## src/rtl/decode_pkg.sv

```systemverilog
// Shared decode definitions: RV opcode constants, format codes, and the
// decoded-field payload carried through the decode stage skid buffer.
package decode_pkg;

    localparam logic [6:0] OP_OP     = 7'b0110011;
    localparam logic [6:0] OP_IMM    = 7'b0010011;
    localparam logic [6:0] OP_LOAD   = 7'b0000011;
    localparam logic [6:0] OP_JALR   = 7'b1100111;
    localparam logic [6:0] OP_SYSTEM = 7'b1110011;
    localparam logic [6:0] OP_STORE  = 7'b0100011;
    localparam logic [6:0] OP_BRANCH = 7'b1100011;
    localparam logic [6:0] OP_LUI    = 7'b0110111;
    localparam logic [6:0] OP_AUIPC  = 7'b0010111;
    localparam logic [6:0] OP_JAL    = 7'b1101111;
    localparam logic [6:0] OP_FENCE  = 7'b0001111;

    typedef enum logic [2:0] {
        FMT_R    = 3'd0,
        FMT_I    = 3'd1,
        FMT_S    = 3'd2,
        FMT_B    = 3'd3,
        FMT_U    = 3'd4,
        FMT_J    = 3'd5,
        FMT_NONE = 3'd7
    } fmt_e;

    // Everything except pc/imm, whose width depends on XLEN.
    typedef struct packed {
        logic [6:0] opcode;
        logic [2:0] funct3;
        logic [6:0] funct7;
        logic [4:0] rs1;
        logic [4:0] rs2;
        logic [4:0] rd;
        fmt_e       fmt;
        logic       illegal;
    } dec_fields_t;

    localparam dec_fields_t DEC_FIELDS_RST = '{
        opcode:  7'd0,
        funct3:  3'd0,
        funct7:  7'd0,
        rs1:     5'd0,
        rs2:     5'd0,
        rd:      5'd0,
        fmt:     FMT_NONE,
        illegal: 1'b0
    };

    function automatic fmt_e opcode_fmt(input logic [6:0] opcode);
        case (opcode)
            OP_OP:                                 return FMT_R;
            OP_IMM, OP_LOAD, OP_JALR, OP_SYSTEM:   return FMT_I;
            OP_STORE:                              return FMT_S;
            OP_BRANCH:                             return FMT_B;
            OP_LUI, OP_AUIPC:                      return FMT_U;
            OP_JAL:                                return FMT_J;
            default:                               return FMT_NONE;
        endcase
    endfunction

endpackage

```

## src/rtl/decode_comb.sv

```systemverilog
// Pure combinational RV32 instruction field, format and immediate decode.
// Optional illegal-instruction check enabled by macro DECODE_ILLEGAL_CHK_EN;
// without it the illegal flag is tied to 0.
module decode_comb
    import decode_pkg::*;
#(
    parameter int XLEN = 32
) (
    input  logic [31:0]     instr,
    output logic [XLEN-1:0] imm,
    output dec_fields_t     fields
);

    fmt_e              fmt;
    logic signed [31:0] imm32;

    // Widen a 32-bit signed immediate to XLEN, replicating bit 31.
    function automatic logic [XLEN-1:0] sext32(input logic signed [31:0] v);
        return XLEN'(v);
    endfunction

    assign fmt = opcode_fmt(instr[6:0]);

    // Field slicing, immediate assembly per format, optional legality check.
    always_comb begin
        fields.opcode = instr[6:0];
        fields.rd     = instr[11:7];
        fields.funct3 = instr[14:12];
        fields.rs1    = instr[19:15];
        fields.rs2    = instr[24:20];
        fields.funct7 = instr[31:25];
        fields.fmt    = fmt;

        imm32 = '0;
        case (fmt)
            FMT_I:   imm32 = {{20{instr[31]}}, instr[31:20]};
            FMT_S:   imm32 = {{20{instr[31]}}, instr[31:25], instr[11:7]};
            FMT_B:   imm32 = {{19{instr[31]}}, instr[31], instr[7], instr[30:25], instr[11:8], 1'b0};
            FMT_U:   imm32 = {instr[31:12], 12'b0};
            FMT_J:   imm32 = {{11{instr[31]}}, instr[31], instr[19:12], instr[20], instr[30:21], 1'b0};
            default: imm32 = '0;
        endcase
        imm = sext32(imm32);

`ifdef DECODE_ILLEGAL_CHK_EN
        fields.illegal = (instr[1:0] != 2'b11)
                      || ((fmt == FMT_NONE) && (instr[6:0] != OP_FENCE))
                      || ((instr[6:0] == OP_JALR) && (instr[14:12] != 3'd0))
                      || ((fmt == FMT_R) && !((instr[31:25] == 7'b0000000)
                                            || (instr[31:25] == 7'b0100000)
                                            || (instr[31:25] == 7'b0000001)));
`else
        fields.illegal = 1'b0;
`endif
    end

endmodule

```

## src/rtl/decode_stage.sv

```systemverilog
// Decode pipeline stage: combinational decode feeding a 2-entry skid buffer
// (output register + skid register). 1-cycle latency, full throughput,
// registered in_ready. XLEN must be 32 or 64.
// Optional illegal-instruction flag enabled by macro DECODE_ILLEGAL_CHK_EN.
module decode_stage
    import decode_pkg::*;
#(
    parameter int XLEN = 32
) (
    input  logic            clk,
    input  logic            rst,
    input  logic            flush,
    input  logic            in_valid,
    output logic            in_ready,
    input  logic [31:0]     in_instr,
    input  logic [XLEN-1:0] in_pc,
    output logic            out_valid,
    input  logic            out_ready,
    output logic [XLEN-1:0] out_pc,
    output logic [XLEN-1:0] out_imm,
    output logic [4:0]      out_rs1,
    output logic [4:0]      out_rs2,
    output logic [4:0]      out_rd,
    output logic [6:0]      out_opcode,
    output logic [2:0]      out_funct3,
    output logic [6:0]      out_funct7,
    output logic [2:0]      out_fmt,
    output logic            out_illegal
);

    logic [XLEN-1:0] dec_imm;
    dec_fields_t     dec_fields;

    logic            vld_p1;
    logic            skid_vld_p1;
    logic            rdy_p1;
    logic [XLEN-1:0] pc_p1;
    logic [XLEN-1:0] imm_p1;
    dec_fields_t     fld_p1;
    logic [XLEN-1:0] skid_pc_p1;
    logic [XLEN-1:0] skid_imm_p1;
    dec_fields_t     skid_fld_p1;

    logic in_acc;
    logic out_free;

    decode_comb #(.XLEN(XLEN)) u_comb (
        .instr  (in_instr),
        .imm    (dec_imm),
        .fields (dec_fields)
    );

    // The output register can take a new entry when empty or being popped.
    assign in_acc   = in_valid && rdy_p1;
    assign out_free = !vld_p1 || out_ready;

    // ---- stage p1: control (valid bits and registered ready) ----
    // Valid/ready bookkeeping; reset and flush drop both entries.
    always_ff @(posedge clk) begin
        if (rst || flush) begin
            vld_p1      <= 1'b0;
            skid_vld_p1 <= 1'b0;
            rdy_p1      <= 1'b1;
        end else if (out_free) begin
            // Skid drains first; ready was low while it was full, so no accept then.
            vld_p1      <= skid_vld_p1 || in_acc;
            skid_vld_p1 <= 1'b0;
            rdy_p1      <= 1'b1;
        end else if (in_acc) begin
            skid_vld_p1 <= 1'b1;
            rdy_p1      <= 1'b0;
        end
    end

    // Output payload register: load from skid or directly from decode.
    always_ff @(posedge clk) begin
        if (rst) begin
            pc_p1  <= '0;
            imm_p1 <= '0;
            fld_p1 <= DEC_FIELDS_RST;
        end else if (!flush && out_free) begin
            if (skid_vld_p1) begin
                pc_p1  <= skid_pc_p1;
                imm_p1 <= skid_imm_p1;
                fld_p1 <= skid_fld_p1;
            end else if (in_acc) begin
                pc_p1  <= in_pc;
                imm_p1 <= dec_imm;
                fld_p1 <= dec_fields;
            end
        end
    end

    // Skid payload register: captures an accept while the output is stalled.
    always_ff @(posedge clk) begin
        if (!rst && !flush && !out_free && in_acc) begin
            skid_pc_p1  <= in_pc;
            skid_imm_p1 <= dec_imm;
            skid_fld_p1 <= dec_fields;
        end
    end

    assign in_ready    = rdy_p1;
    assign out_valid   = vld_p1;
    assign out_pc      = pc_p1;
    assign out_imm     = imm_p1;
    assign out_rs1     = fld_p1.rs1;
    assign out_rs2     = fld_p1.rs2;
    assign out_rd      = fld_p1.rd;
    assign out_opcode  = fld_p1.opcode;
    assign out_funct3  = fld_p1.funct3;
    assign out_funct7  = fld_p1.funct7;
    assign out_fmt     = fld_p1.fmt;
    assign out_illegal = fld_p1.illegal;

endmodule
```

## config.mk

```make
export PLATFORM = sky130hd
export DESIGN_NAME = decode_stage
export DESIGN_NICKNAME = d
export VERILOG_FILES = /design/src/rtl/decode_pkg.sv /design/src/rtl/decode_comb.sv /design/src/rtl/decode_stage.sv
export SDC_FILE = /design/constraint.sdc
export NUM_CORES = 1
export LEC_CHECK = 0
export BUFFER_PORTS_ARGS = -buffer_cell sky130_fd_sc_hd__buf_2
export CAP_MARGIN = 40
export CORE_MARGIN = 2
export CORE_UTILIZATION = 45
export CTS_BUF_LIST = sky130_fd_sc_hd__clkbuf_4
export CTS_CLUSTER_SIZE = 20
export DETAILED_ROUTE_END_ITERATION = 10
export GPL_ROUTABILITY_DRIVEN = 1
export PLACE_DENSITY = 0.73
export SETUP_SLACK_MARGIN = 0.02
export SLEW_MARGIN = 20
export SYNTH_ARGS = -nofsm -noshare
export SYNTH_HDL_FRONTEND = slang
export SYNTH_SLANG_ARGS = --single-unit
```

## constraint.sdc

```tcl
create_clock -name clk -period 4.3 [get_ports clk]
set_clock_uncertainty 0.15 [all_clocks]
set_input_delay 0.215 -clock clk [delete_from_list [all_inputs] [get_ports clk]]
set_output_delay 0.215 -clock clk [all_outputs]
set_load 0.01 [all_outputs]
```

## Word-level counts from Yosys, hierarchy flattened

Cells that the tools add are included.

| word-level totals | value |
|---|---|
| bits in registers | 202 |
| bits of input ports | 69 |
| logic and storage cells | 62 |

| operators by class | value |
|---|---|
| equal/unequal tests | 15 |
| multiplexer cells | 8 |
| reductions and logical operators | 17 |

Operators with widths:

| cell | number |
|---|---|
| case mux 32 bit (5 select lines) | 1 |
| 2-to-1 mux 32 bit | 4 |
| 2-to-1 mux 36 bit | 2 |
| == test 7 bit (second input constant) | 4 |
| == test 7 x 6 -> 1 bit (second input constant) | 3 |
| case mux 3 bit (6 select lines) | 1 |
| == test 7 x 5 -> 1 bit (second input constant) | 2 |
| == test 7 x 2 -> 1 bit (second input constant) | 1 |
| == test 3 x 2 -> 1 bit (second input constant) | 2 |
| == test 3 bit (second input constant) | 2 |
| logical AND 1 bit | 5 |
| zero test 1 bit | 4 |
| OR reduction 2 bit | 2 |
| OR reduction 4 bit | 1 |
| == test 3 x 1 -> 1 bit (second input constant) | 1 |
| logical OR 1 bit | 3 |
| AND reduction 2 bit | 1 |
| nonzero test 2 bit | 1 |

## Logic depth before layout (Yosys ltp)

| logic depth | value |
|---|---|
| depth after elaboration | 7 |
| mapped depth | 11 |
| gate-level depth less buffers | 9 |

## By module

A second synthesis with hierarchy kept.

| unflattened totals | value |
|---|---|
| cells, all modules | 808 |
| area, all modules | 9574.2 um2 |

By module, submodules not included:

| module | instances | cells each | area an instance (um2) |
|---|---|---|---|
| decode_stage | 1 | 681 | 8622.0 |
| decode_comb | 1 | 127 | 952.2 |

## Least setup slack after synthesis

No wires, ideal clock.

| timing | value |
|---|---|
| kind | input -> register |
| start | in rst |
| end | reg skid_fld_p1[10] (netlist bit), enable pin |
| setup time | 0.470 ns |
| arrival | 3.112 ns |
| setup slack | 0.568 ns |
| stages on the path | 4 |
| buffers on the path | 2 |
| path through | clkbuf_1 -> clkbuf_1 -> nor3_1 -> and3_1 |

| on the way | value |
|---|---|
| cells in the longest elaborated chain, start to end | 4 |

RTL lines:

| what | RTL line | text |
|---|---|---|
| start, declared | decode_stage.sv:11 | `input logic rst,` |
| zero test 1 bit | decode_stage.sv:96 | `if (!rst && !flush && !out_free && in_acc) begin` |
| logical AND 1 bit (3 in series) | decode_stage.sv:96 |  |
| end signal, assigned | decode_stage.sv:99 | `skid_fld_p1 <= dec_fields;` |
| end, declared | decode_stage.sv:42 | `dec_fields_t skid_fld_p1;` |

Every way passes these cells.
A chain may end at the register's enable or synchronous reset.

## Worst setup path after layout

| timing | value |
|---|---|
| start | in in_instr[6] |
| end | reg imm_p1[25], in the netlist out_imm[25] |

| on the way | value |
|---|---|
| cells in the longest elaborated chain, start to end | 7 |
| elaborated cells on any way between the ends | 21 |
| those cells by class | eq/ne: 15; mux: 4; reduce/logical: 2 |

RTL lines:

| what | RTL line | text |
|---|---|---|
| start, declared | decode_stage.sv:15 | `input logic [31:0] in_instr,` |
| == test 7 x 5 -> 1 bit (tied with other cells) | decode_pkg.sv:51 | `case (opcode)` |
| OR reduction 4 bit / OR reduction 2 bit (equally long branches) | decode_pkg.sv:51 |  |
| case mux 3 bit (6 select lines) (*) | decode_pkg.sv:51 |  |
| == test 3 bit (tied with other cells) | decode_comb.sv:35 | `case (fmt)` |
| case mux 32 bit (5 select lines) (*) | decode_comb.sv:35 |  |
| 2-to-1 mux 32 bit (*) | decode_stage.sv:86 | `end else if (in_acc) begin` |
| 2-to-1 mux 32 bit (*) | decode_stage.sv:82 | `if (skid_vld_p1) begin` |
| end signal, assigned | decode_stage.sv:84 | `imm_p1 <= skid_imm_p1;` |
| end signal, assigned | decode_stage.sv:88 | `imm_p1 <= dec_imm;` |
| end, declared | decode_stage.sv:38 | `logic [XLEN-1:0] imm_p1;` |

Mark *: on every way between the ends. The rest lies on a longest branch, timed or not. The select of a mux whose other input is x is not followed.

==> flow_metrics.py <==
metrics = {
    "final_layout": {
        "nFillCells": 1505,
        "nNetsFinal": 1042,
        "post-route-util": 0.600,
        "fin_area_um2": 10900,
        "drive_gt1_frac": 0.299,
        "synthToLayoutAreaGrowth_pct": 30.0,
        "ff_latch_area_um2": 5020,
        "multiInputGateArea_um2": 3070,
    },
    "synthesis": {
        "yosysMostFrequentCell": "dfxtp_1",
        "synth_ff_type": "dfxtp_1",
        "yosys.area.top_type_share": 0.356,
        "synth_largest_area_cell": "edfxtp_1",
        "syn_inst": 720,
        "synth_area_um2": 8350,
        "yosys_warnings": 0,
        "synth_edf_count": 99,
        "seq_area_frac_synth": 0.601,
        "synth_cell_types": 57,
        "synth_common_cells": "102 x dfxtp_1, 99 x edfxtp_1, 76 x a211oi_1",
        "synth_fp_nets": 790,
        "synth.area.top_cells": "edfxtp_1 36%, dfxtp_1 24%, mux2i_1 7.9%",
        "synthArstFlopShare": 0,
        "avgSynthCellArea_um2": 11.6,
        "ys_ff_latch": 201,
    },
    "drt": {
        "vias_per_cell": 5.39,
        "vias": 6718,
        "dr.pass1.iters": 5,
        "wl_mm": 21.7,
        "drc": 0,
        "postRouteAntennaNets": 0,
        "drtIter0Drc": 360,
        "wl_per_cell_um": 17.4,
    },
    "critical_path": {
        "cp_max_fo": 14,
        "worstSetupPathType": "in2reg",
        "cp_common_cell": "o2111ai_1",
        "cp.required_ns": 4.64,
        "arrival_ns": 3.36,
        "start_kind": "input pin",
        "cpPeakStageDelay_ns": 0.54,
        "cp_slowest_cell": "dlygate4sd3_1",
        "end_kind": "flip-flop",
        "crit_chain": "dlygate4sd3_1 -> buf_2 -> and4b_1 -> o2111ai_1 -> ha_1 -> inv_1 -> o2111ai_1 -> o21ai_0 -> buf_4 -> nand3_1 -> o211ai_1",
    },
    "grt": {
        "antenna_found_initial": 1,
        "grt_usage": 0.218,
        "grt_max_degree": 103,
        "grt_pass1_vias": 6690,
        "grt_pass1_wl_mm": 34.6,
        "grt.overflow.total": 0,
    },
    "floorplanning": {
        "die_y_um": 140,
        "ios": 171,
        "dieArea_um2": 19700,
        "start_util": 0.462,
        "row_count": 49,
        "dieWidth_um": 140,
        "core_um2": 18100,
    },
    "placed_design": {
        "placed_area_um2": 9430,
        "dpl_worst_slack_ns": 1.18,
        "portBuffers": 169,
        "gp_congestion": 0.833,
        "dp_hpwl_mm": 13.2,
    },
    "clock_network": {
        "clockRootBuffer": "clkbuf_4",
        "htree_levels": 2,
        "clk_latency_ns": 0.66,
        "post-cts-setup-buffers": 0,
        "cts_tree": "yes",
        "clock_path_buffers": 3,
        "cts_sinks": 201,
        "cts_inserted_buffers": 53,
        "clkSlewWorstSetupHoldPaths_ns": 0.07,
    },
    "sta": {
        "relSlewSlack": 0.495,
        "fin_crit_ns": 3.02,
        "worst_pin_slew_ns": 0.758,
        "setup_slack_ns": 1.28,
        "period_share": 0.703,
        "rsz0062_at_grt": "no",
        "final_max_slew_viol_count": 0,
        "finalHoldViolCount": 0,
        "final-setup-viol-count": 0,
        "finalSetupTns_ns": 0,
        "max_freq_ghz": 0.331,
    },
    "worst_hold_path": {
        "min_path_type": "in2reg",
    },
    "run": {
        "drv_cap": 0,
    },
    "power": {
        "ir_worst_vdd_v": 0.000294,
        "cellLeakagePower_nw": 4.33,
        "total_power_w": 0.00419,
        "power.density_nw_per_um2": 386,
    },
    "outcome": {
        "outcome": "finished clean",
    },
}
==> sequential cells by signal (all words and copies together), names as in the netlist <==
| register | flops |
|---|---|
| skid_imm_p1 | 32 |
| skid_vld_p1 | 1 |
| out_rs1 | 5 |
| out_funct3 | 3 |
| out_opcode | 7 |
| skid_pc_p1 | 32 |
| out_rd | 5 |
| out_imm | 32 |
| out_valid | 1 |
| out_fmt | 3 |
| out_rs2 | 5 |
| out_pc | 32 |
| out_funct7 | 7 |
| in_ready | 1 |
| skid_fld_p1 | 35 |
==> worst paths after layout <==
check,endpoint,startpoint,depth (start not counted),slack [ns]
setup reg to reg,out_imm[1],in_ready,7,1.79
hold reg to reg,out_imm[0],out_imm[0],2,0.34
hold / removal,skid_pc_p1[31],in_pc[31],2,0.14
setup / recovery,out_imm[25],in_instr[6],11,1.28
==> per-layer routing <==
metal  wire length [µm]  GRT usage  vias to the layer above
li1                   -          -                     3253
met1               9420      0.289                     3153
met2              10300      0.351                      271
met3               1520     0.0475                       41
met4                435     0.0856                        0
met5                  0          0                        -
==> cells in the final DEF, fill, tap and decap left out, drive strengths merged, types with 2 or more instances in the layout <==
master,count
a221o,4
clkinv,3
o211ai,13
nor2,73
o2111ai,3
a211oi,76
nand2,50
edfxtp,99
a21o,23
nand2b,2
a41oi,2
o31a,8
o31ai,2
a21oi,27
or3,2
dfxtp,102
and3,5
a22o,2
and4b,3
nand3,21
buf,185
inv,10
nor2b,9
a32oi,4
nand3b,8
o21ai,12
nor4,3
dlygate4sd3,70
a31oi,4
nor3,6
clkbuf,94
and2,9
mux2i,66
==> through the flow <==
| stage | hold slack (ns) | cells |
|---|---|---|
| 6_report | 0.140 | 1246 |
| 5_1_grt | 0.0941 | 1246 |
| 4_1_cts | 0.0729 | 1245 |
| 3_5_place_dp | 0.259 | 1076 |
| 3_3_place_gp | 0.259 | 1073 |
| 2_1_floorplan | 0.143 | 720 |
==> cells by family (layout without fill, tap and decap cells) <==
logic type	after synthesis	count (layout)	share of synthesized area
other	1	2	0.000449
AO/OA/AOI/OAI	188	188	0.171
XOR/XNOR	2	2	0.00210
multiplexers	66	66	0.0791
flip-flops	201	201	0.601
buffers and inverters	66	362	0.0331
AND/OR/NAND/NOR	195	195	0.112
adder cells (fa/ha/maj)	1	1	0.00150
==> layout make-up <==
| type | count | area share |
|---|---|---|
| flip-flops and latches | 201 | 0.462 |
| multi-input cells | 453 | 0.282 |
| repair buffers | 255 | 0.159 |
| clock buffers | 94 | 0.0650 |
| well taps | 229 | 0.0264 |
| inverters | 8 | 0.00277 |
| clock inverters | 5 | 0.00173 |
| diodes | 1 | 0.000231 |
==> worst max-delay path: cells and delay by family <==
family,cells,cell delay [ns]
buffers and inverters,4,1.08
AOI/OAI and AO/OA,4,0.90
and+or+nand+nor,2,0.73
adders and majority gates,1,0.44
==> where the power goes <==
part           leakage [nW]  switching, W  internal (W)
clock network         0.446      0.000764      0.000971
logic                  2.08      0.000215      0.000162
registers              1.81     0.0000255       0.00205
total                  4.33       0.00100       0.00319
==> what timing repair did <==
action / 4_1_cts / 5_1_grt
endpoints found under the hold margin: 195 / 0
resized for setup: 0 / 0
hold buffers: 70 / 0
endpoints found under the setup margin: 0 / 0
(Power assumes the default switching activity.)
